## src/rtl/multicycle_ctrl_if.sv

```systemverilog
// multicycle_ctrl_if: controller/datapath signal bundle, master = controller, slave = datapath
interface multicycle_ctrl_if;
   logic [5:0] op;
   logic [5:0] funct;
   logic       zero;
   logic       mem_ready;
   logic       pcen;
   logic       irwrite;
   logic       memwrite;
   logic       regwrite;
   logic       iord;
   logic       memtoreg;
   logic       regdst;
   logic       alusrca;
   logic [1:0] alusrcb;
   logic [1:0] pcsrc;
   logic [2:0] alucontrol;
   logic [3:0] state;
   modport master (
      input  op, funct, zero, mem_ready,
      output pcen, irwrite, memwrite, regwrite, iord, memtoreg, regdst, alusrca,
             alusrcb, pcsrc, alucontrol, state
   );
   modport slave (
      output op, funct, zero, mem_ready,
      input  pcen, irwrite, memwrite, regwrite, iord, memtoreg, regdst, alusrca,
             alusrcb, pcsrc, alucontrol, state
   );
endinterface

```

## src/rtl/multicycle_ctrl.sv

```systemverilog
// multicycle_ctrl: multicycle MIPS main control FSM; define MC_BNE_EN to add bne
module multicycle_ctrl (
   input logic             clk,
   input logic             reset,
   multicycle_ctrl_if.master bus
);
   typedef enum logic [3:0] {
      FETCH = 4'd0, DECODE = 4'd1, MEMADR = 4'd2, MEMRD = 4'd3, MEMWB = 4'd4, MEMWR = 4'd5,
      EXECUTE = 4'd6, ALUWB = 4'd7, BRANCH = 4'd8, ADDIEX = 4'd9, ADDIWB = 4'd10, JUMP = 4'd11
   } state_t;
   state_t st, nx;
   logic       bne, legal;
   logic [2:0] aluf;
`ifdef MC_BNE_EN
   assign bne = bus.op == 6'b000101;
`else
   assign bne = 1'b0;
`endif
   assign legal = bus.funct inside {6'b100000, 6'b100010, 6'b100100, 6'b100101, 6'b101010};
   assign aluf  = bus.funct == 6'b100010 ? 3'b110 :
                  bus.funct == 6'b100100 ? 3'b000 :
                  bus.funct == 6'b100101 ? 3'b001 :
                  bus.funct == 6'b101010 ? 3'b111 : 3'b010;
   assign bus.state = st;
   // state register; reset aborts the current instruction immediately
   always_ff @(posedge clk or posedge reset)
      if (reset) st <= FETCH;
      else st <= nx;
   // next-state and per-state control decode
   always_comb begin
      nx             = FETCH;
      bus.pcen       = 1'b0;
      bus.irwrite    = 1'b0;
      bus.memwrite   = 1'b0;
      bus.regwrite   = 1'b0;
      bus.iord       = 1'b0;
      bus.memtoreg   = 1'b0;
      bus.regdst     = 1'b0;
      bus.alusrca    = 1'b0;
      bus.alusrcb    = 2'b00;
      bus.pcsrc      = 2'b00;
      bus.alucontrol = 3'b000;
      case (st)
         FETCH: begin
            bus.alusrcb    = 2'b01;
            bus.alucontrol = 3'b010;
            bus.irwrite    = bus.mem_ready;
            bus.pcen       = bus.mem_ready;
            nx             = bus.mem_ready ? DECODE : FETCH;
         end
         DECODE: begin
            bus.alusrcb    = 2'b11;
            bus.alucontrol = 3'b010;
            nx = (bus.op == 6'b100011 || bus.op == 6'b101011) ? MEMADR :
                 bus.op == 6'b000000                          ? EXECUTE :
                 (bus.op == 6'b000100 || bne)                 ? BRANCH :
                 bus.op == 6'b001000                          ? ADDIEX :
                 bus.op == 6'b000010                          ? JUMP : FETCH;
         end
         MEMADR: begin
            bus.alusrca    = 1'b1;
            bus.alusrcb    = 2'b10;
            bus.alucontrol = 3'b010;
            nx             = bus.op == 6'b101011 ? MEMWR : MEMRD;
         end
         MEMRD: begin
            bus.iord = 1'b1;
            nx       = bus.mem_ready ? MEMWB : MEMRD;
         end
         MEMWB: begin
            bus.memtoreg = 1'b1;
            bus.regwrite = 1'b1;
         end
         MEMWR: begin
            bus.iord     = 1'b1;
            bus.memwrite = 1'b1;
            nx           = bus.mem_ready ? FETCH : MEMWR;
         end
         EXECUTE: begin
            bus.alusrca    = 1'b1;
            bus.alucontrol = aluf;
            nx             = ALUWB;
         end
         ALUWB: begin
            bus.regdst   = legal;
            bus.regwrite = legal;
         end
         BRANCH: begin
            bus.alusrca    = 1'b1;
            bus.alucontrol = 3'b110;
            bus.pcsrc      = 2'b01;
            bus.pcen       = bne ? ~bus.zero : bus.zero;
         end
         ADDIEX: begin
            bus.alusrca    = 1'b1;
            bus.alusrcb    = 2'b10;
            bus.alucontrol = 3'b010;
            nx             = ADDIWB;
         end
         ADDIWB: bus.regwrite = 1'b1;
         JUMP: begin
            bus.pcsrc = 2'b10;
            bus.pcen  = 1'b1;
         end
         default: nx = FETCH;
      endcase
   end
endmodule

```

## src/flat_wrapper.sv

```systemverilog
// flat-port wrapper written by rule: the top's interface ports become plain ports
module multicycle_ctrl_flat 
  (clk, reset, bus_op, bus_funct, bus_zero, bus_mem_ready, bus_pcen, bus_irwrite, bus_memwrite, bus_regwrite, bus_iord, bus_memtoreg, bus_regdst, bus_alusrca, bus_alusrcb, bus_pcsrc, bus_alucontrol, bus_state);
  multicycle_ctrl_if bus_i ();
  input logic clk;
  input logic reset;
  input wire logic [$bits(bus_i.op)-1:0] bus_op;
  input wire logic [$bits(bus_i.funct)-1:0] bus_funct;
  input wire logic [$bits(bus_i.zero)-1:0] bus_zero;
  input wire logic [$bits(bus_i.mem_ready)-1:0] bus_mem_ready;
  output wire logic [$bits(bus_i.pcen)-1:0] bus_pcen;
  output wire logic [$bits(bus_i.irwrite)-1:0] bus_irwrite;
  output wire logic [$bits(bus_i.memwrite)-1:0] bus_memwrite;
  output wire logic [$bits(bus_i.regwrite)-1:0] bus_regwrite;
  output wire logic [$bits(bus_i.iord)-1:0] bus_iord;
  output wire logic [$bits(bus_i.memtoreg)-1:0] bus_memtoreg;
  output wire logic [$bits(bus_i.regdst)-1:0] bus_regdst;
  output wire logic [$bits(bus_i.alusrca)-1:0] bus_alusrca;
  output wire logic [$bits(bus_i.alusrcb)-1:0] bus_alusrcb;
  output wire logic [$bits(bus_i.pcsrc)-1:0] bus_pcsrc;
  output wire logic [$bits(bus_i.alucontrol)-1:0] bus_alucontrol;
  output wire logic [$bits(bus_i.state)-1:0] bus_state;
  assign bus_i.op = bus_op;
  assign bus_i.funct = bus_funct;
  assign bus_i.zero = bus_zero;
  assign bus_i.mem_ready = bus_mem_ready;
  assign bus_pcen = bus_i.pcen;
  assign bus_irwrite = bus_i.irwrite;
  assign bus_memwrite = bus_i.memwrite;
  assign bus_regwrite = bus_i.regwrite;
  assign bus_iord = bus_i.iord;
  assign bus_memtoreg = bus_i.memtoreg;
  assign bus_regdst = bus_i.regdst;
  assign bus_alusrca = bus_i.alusrca;
  assign bus_alusrcb = bus_i.alusrcb;
  assign bus_pcsrc = bus_i.pcsrc;
  assign bus_alucontrol = bus_i.alucontrol;
  assign bus_state = bus_i.state;
  multicycle_ctrl u_core (.clk(clk), .reset(reset), .bus(bus_i));
endmodule
```

## config.mk

```make
export PLATFORM = sky130hd
export DESIGN_NAME = multicycle_ctrl_flat
export DESIGN_NICKNAME = d
export VERILOG_FILES = /design/src/rtl/multicycle_ctrl_if.sv /design/src/rtl/multicycle_ctrl.sv /design/src/flat_wrapper.sv
export SDC_FILE = /design/constraint.sdc
export NUM_CORES = 1
export LEC_CHECK = 0
export ABC_AREA = 1
export BUFFER_PORTS_ARGS = -buffer_cell sky130_fd_sc_hd__buf_2
export CAP_MARGIN = 20
export CORE_AREA = 8 8 45 47
export CTS_BUF_LIST = sky130_fd_sc_hd__clkbuf_2
export CTS_CLUSTER_SIZE = 12
export DETAILED_ROUTE_END_ITERATION = 8
export DIE_AREA = 0 0 53 55
export PLACE_DENSITY = 0.9
export SYNTH_ARGS = -nofsm -noshare
export SYNTH_HDL_FRONTEND = slang
export SYNTH_SLANG_ARGS = --single-unit
```

## constraint.sdc

```tcl
create_clock -name clk -period 2.85 [get_ports clk]
set_input_delay 0.57 -clock clk [delete_from_list [all_inputs] [get_ports clk]]
set_output_delay 0.57 -clock clk [all_outputs]
set_load 0.05 [all_outputs]
```

# [After elaboration in Yosys (flattened, before gate mapping)]
# Cells that the tools add are included.
[classes] n_eq_ne=21 mux=25 reduce_logical=9
[ops] op="$eq A6 B6 Y1 const B" count=7
[ops] op="$pmux W4 S7" count=1
[ops] op="$mux W3" count=7
[ops] op="$mux W4" count=5
[ops] op="$eq A4 B3 Y1 const B" count=4
[ops] op="$eq A4 B4 Y1 const B" count=4
[ops] op="$pmux W3 S3" count=1
[ops] op="$eq A4 B2 Y1 const B" count=2
[ops] op="$reduce_or A4 Y1" count=2
[ops] op="$mux W1" count=7
[ops] op="$eq A6 B2 Y1 const B" count=1
[ops] op="$eq A6 B3 Y1 const B" count=1
[ops] op="$eq A6 B4 Y1 const B" count=1
[ops] op="$logic_not A6 Y1" count=1
[ops] op="$pmux W2 S3" count=1
[ops] op="$reduce_or A2 Y1" count=3
[ops] op="$reduce_bool A5 Y1" count=1
[ops] op="$eq A4 B1 Y1 const B" count=1
[ops] op="$logic_not A4 Y1" count=1
[ops] op="$pmux W2 S2" count=1
[ops] op="$pmux W1 S3" count=1
[ops] op="$pmux W1 S2" count=1
[ops] op="$logic_or A1 B1 Y1" count=1
[totals] ff_bits=4 inputBits=16 output_inout_bits=19 wordCells=56

# [Longest topological paths before layout]
[depth] depth_word=7 ltp_mapped=7 mapped_depth_nobuf=7

# [Least setup slack after synthesis]
# No wires, ideal clock.
[synth_path] path_kind="register -> output" start="register u_core.st[3] (netlist: u_core.bus.state[3])" end="output bus_pcen" t_arrival_ns=2.188 path_slack_ns=0.092 path_stages_with_launch=6 path_buffers=0 path_cell_list="dfrtp_1 > inv_1 > nor2_2 > inv_1 > nor2_1 > nand3b_1"
[synth_via] elab_chain_cells=2 elab_cells_between_ends=4
[synth_lines] element="from (decl)" line="multicycle_ctrl.sv:11" source="state_t st, nx;"
[synth_lines] element="from (signal assigned)" line="multicycle_ctrl.sv:28" source="else st <= nx;"
[synth_lines] element="$eq A4 B4 Y1 / $logic_not A4 Y1 (equally long branches)" line="multicycle_ctrl.sv:43" source="case (st)"
[synth_lines] element="$pmux W1 S3 *" line="multicycle_ctrl.sv:43"
[synth_lines] element="to (decl)" line="flat_wrapper.sv:11" source="output wire logic [$bits(bus_i.pcen)-1:0] bus_pcen;"
# Mark *: on every way between the ends. The rest lies on a longest branch, timed or not.

# [Worst setup path in the final report]
[layout_path] start="input bus_funct[4]" end="output bus_alucontrol[0]"
[layout_via] elab_chain_cells=6 elab_cells_between_ends=9
[layout_lines] element="from (decl)" line="flat_wrapper.sv:8" source="input wire logic [$bits(bus_i.funct)-1:0] bus_funct;"
[layout_lines] element="$eq A6 B6 Y1" line="multicycle_ctrl.sv:23" source="bus.funct == 6'b101010 ? 3'b111 : 3'b010;"
[layout_lines] element="$mux W3" line="multicycle_ctrl.sv:23"
[layout_lines] element="$mux W3" line="multicycle_ctrl.sv:22" source="bus.funct == 6'b100101 ? 3'b001 :"
[layout_lines] element="$mux W3" line="multicycle_ctrl.sv:21" source="bus.funct == 6'b100100 ? 3'b000 :"
[layout_lines] element="$mux W3 *" line="multicycle_ctrl.sv:20" source="assign aluf = bus.funct == 6'b100010 ? 3'b110 :"
[layout_lines] element="$pmux W3 S3 *" line="multicycle_ctrl.sv:43"
[layout_lines] element="to (decl)" line="flat_wrapper.sv:21" source="output wire logic [$bits(bus_i.alucontrol)-1:0] bus_alucontrol;"
# Marked as above.

==> out/qor.yml <==
die_h_um: 55
ant_nets: 0
synth-compound-area-share_pct: 7.20
start_util_pct: 43.9
final_cell_mix: "nand2_1, buf_2, nor2_1, inv_1, nand3_1"
drive_above_1_share_pct: 30.2
drv_cap: 0
largest_register_ffs: 4
yosysSeqAreaShare_pct: 16.5
port_buffers: 34
maxSlewHeadroom_pct: 83.5
timing.final.ws_setup_ns: 0.710
holdBufCountCts: 0
fin_crit_ns: 2.14
yosys-top-cells-area: "nand2_1, nor2_1, dfrtp_1"
endpoint_kind: "output port"
vias: 857
hold_violations: 0
coreArea_sq_um: 1380
synth_cell_types: 17
ys_ff_latch: 4
switching_share_pct: 69.3
fin_crit_sh_pct: 75.1
hold_path.class: "primary input to async pin"
finalSetupViolCount: 0
clock_sinks: 4
start_kind: "primary input"
final_common_cell: "nand2_1"
power_uw: 737
netlist_area_sq_um: 608
fin_setup_tns_ns: 0
timing.fmax_ghz: 0.467
crit_fanout: 3
grt_usage_pct: 14.4
grt_start_max_net_pins: 8
seq_power_share_pct: 14.8
path_clk_slew_ns: 0.04
cp.required_ns: 2.28
overflow: 0
synthAdderAreaFrac_pct: 0
internal_power_uw: 226
vdd.ir_drop.worst_v: 0.000416
clkPwrFrac_pct: 7.0
path_class: "primary input to output port"
place.gp.congestion: 0.903
antenna_found_initial: 0
synth-xor-area-share_pct: 0
dp_hpwl_um: 1650
final_util_pct: 58.8
synth_top_family_by_area: "simple AND/OR/NAND/NOR gates"
clock-root-buffer: "clkbuf_2"
muxShareOfSynthArea_pct: 0
drt_iter0_drc: 7
avgSynthCellArea_sq_um: 4.98
maxSlewViolCount: 0
yosysTopAreaCellShare_pct: 21.6
yosys.area_share.simple_pct: 60.3
comb_power_share_pct: 78.2
grt_setup_unrepaired: "no"
io_pins: 35
rows: 14
clockBufferDepth: 2
skew_ns: 0.000228
area_growth_syn_to_layout_pct: 33.7
cts_tree: "built"
cts_setup_buffers: 0
htree_levels: 1
syn-num-nets: 138
drt_wl_total_um: 1880
post_drt_wl_per_cell_um: 10.7
p_leak_nw: 0.554
die_x_um: 53
dieArea_sq_um: 2920
yosysWarnings: 0
num_antenna_cells: 0
drc: 0
cts-buffers-inserted: 3
post-place-ws_ns: 0.708
grt_pass1_wl_um: 3260
power_density_nw_per_um2: 906
post_cts_resized: 0
synth_cells: 122
grt_pass1_vias: 818
synth_area_leader_cell: "nand2_1"
p_switching_uw: 511
vias_per_cell: 4.90
dr.pass1.iters: 4
clk_latency_ns: 0.20
status: "finished clean"
tightest_slew_ns: 0.247
layout.nets: 177
arrival_ns: 1.57
## cell usage after synthesis
| master | number |
|---|---|
| nand2_1 | 35 |
| nor2_1 | 27 |
| inv_1 | 24 |
| nand3_1 | 11 |
| nor2_2 | 5 |
| dfrtp_1 | 4 |
| a21oi_1 | 3 |
| inv_2 | 2 |
| nand2_2 | 2 |
| o21ai_0 | 2 |
| nand3_2 | 1 |
| nand3b_1 | 1 |
| nand4_1 | 1 |
| nor2_4 | 1 |
| o211ai_1 | 1 |
| o21ai_1 | 1 |
| o22ai_1 | 1 |
## power groups by stage
| stage | Clock, mW | Sequential, mW | Combinational, mW |
|---|---|---|---|
| 2_1_floorplan | 0 | 0.165 | 0.392 |
| 3_3_place_gp | 0 | 0.109 | 0.572 |
| 4_1_cts | 0.0556 | 0.108 | 0.579 |
| 5_1_grt | 0.0595 | 0.115 | 0.615 |
| 3_5_place_dp | 0 | 0.109 | 0.578 |
| 6_report | 0.0514 | 0.109 | 0.576 |
## metrics by stage
step,hold WS [ns],instances,instance area [sq um]
6_report,0.231,175,813
5_1_grt,0.217,175,813
4_1_cts,0.219,175,813
3_5_place_dp,0.452,172,798
3_3_place_gp,0.448,172,798
2_1_floorplan,0.336,122,608
## worst paths after layout
check	to	slack [ns]	cells past startpoint	start
worst max-delay path	bus_alucontrol[0]	0.71	9	bus_funct[4]
worst min-delay path	u_core.bus.state[0]	0.23	2	reset
worst max register to register	u_core.bus.state[0]	1.72	6	u_core.bus.state[1]
worst min register to register	u_core.bus.state[3]	0.76	3	u_core.bus.state[1]
max in group asynchronous	u_core.bus.state[1]	2.48	2	reset
min in group clk	u_core.bus.state[2]	0.74	5	bus_mem_ready
## metal layers
metal	track usage (%)	wire [um]
met4	3.88	14
met2	28.3	963
met5	0	0
met3	4.55	171
met1	14.0	726
## kinds of logic (layout without fill, tap and decap cells)
family,count (synthesis),count (layout)
AND/OR/NAND/NOR,84,84
buffers and inverters,26,63
AO/OA/AOI/OAI,8,8
flip-flops,4,4
## final cells by class
type	count	area, sq um
fillers	148	571
multi-input cells	92	410
repair buffers	34	170
flip-flops and latches	4	100
inverters	26	97.6
well taps	16	20.0
clock buffers	3	15.0
## worst max-delay path: stages
cell and delay [ns]:
buf_2 0.10, inv_1 0.04, nand2_1 0.05, nor2_1 0.16, nand2_1 0.12, o21ai_0 0.10
inv_1 0.07, nor2_2 0.09, buf_2 0.26
Power figures use the tool's default switching activity.
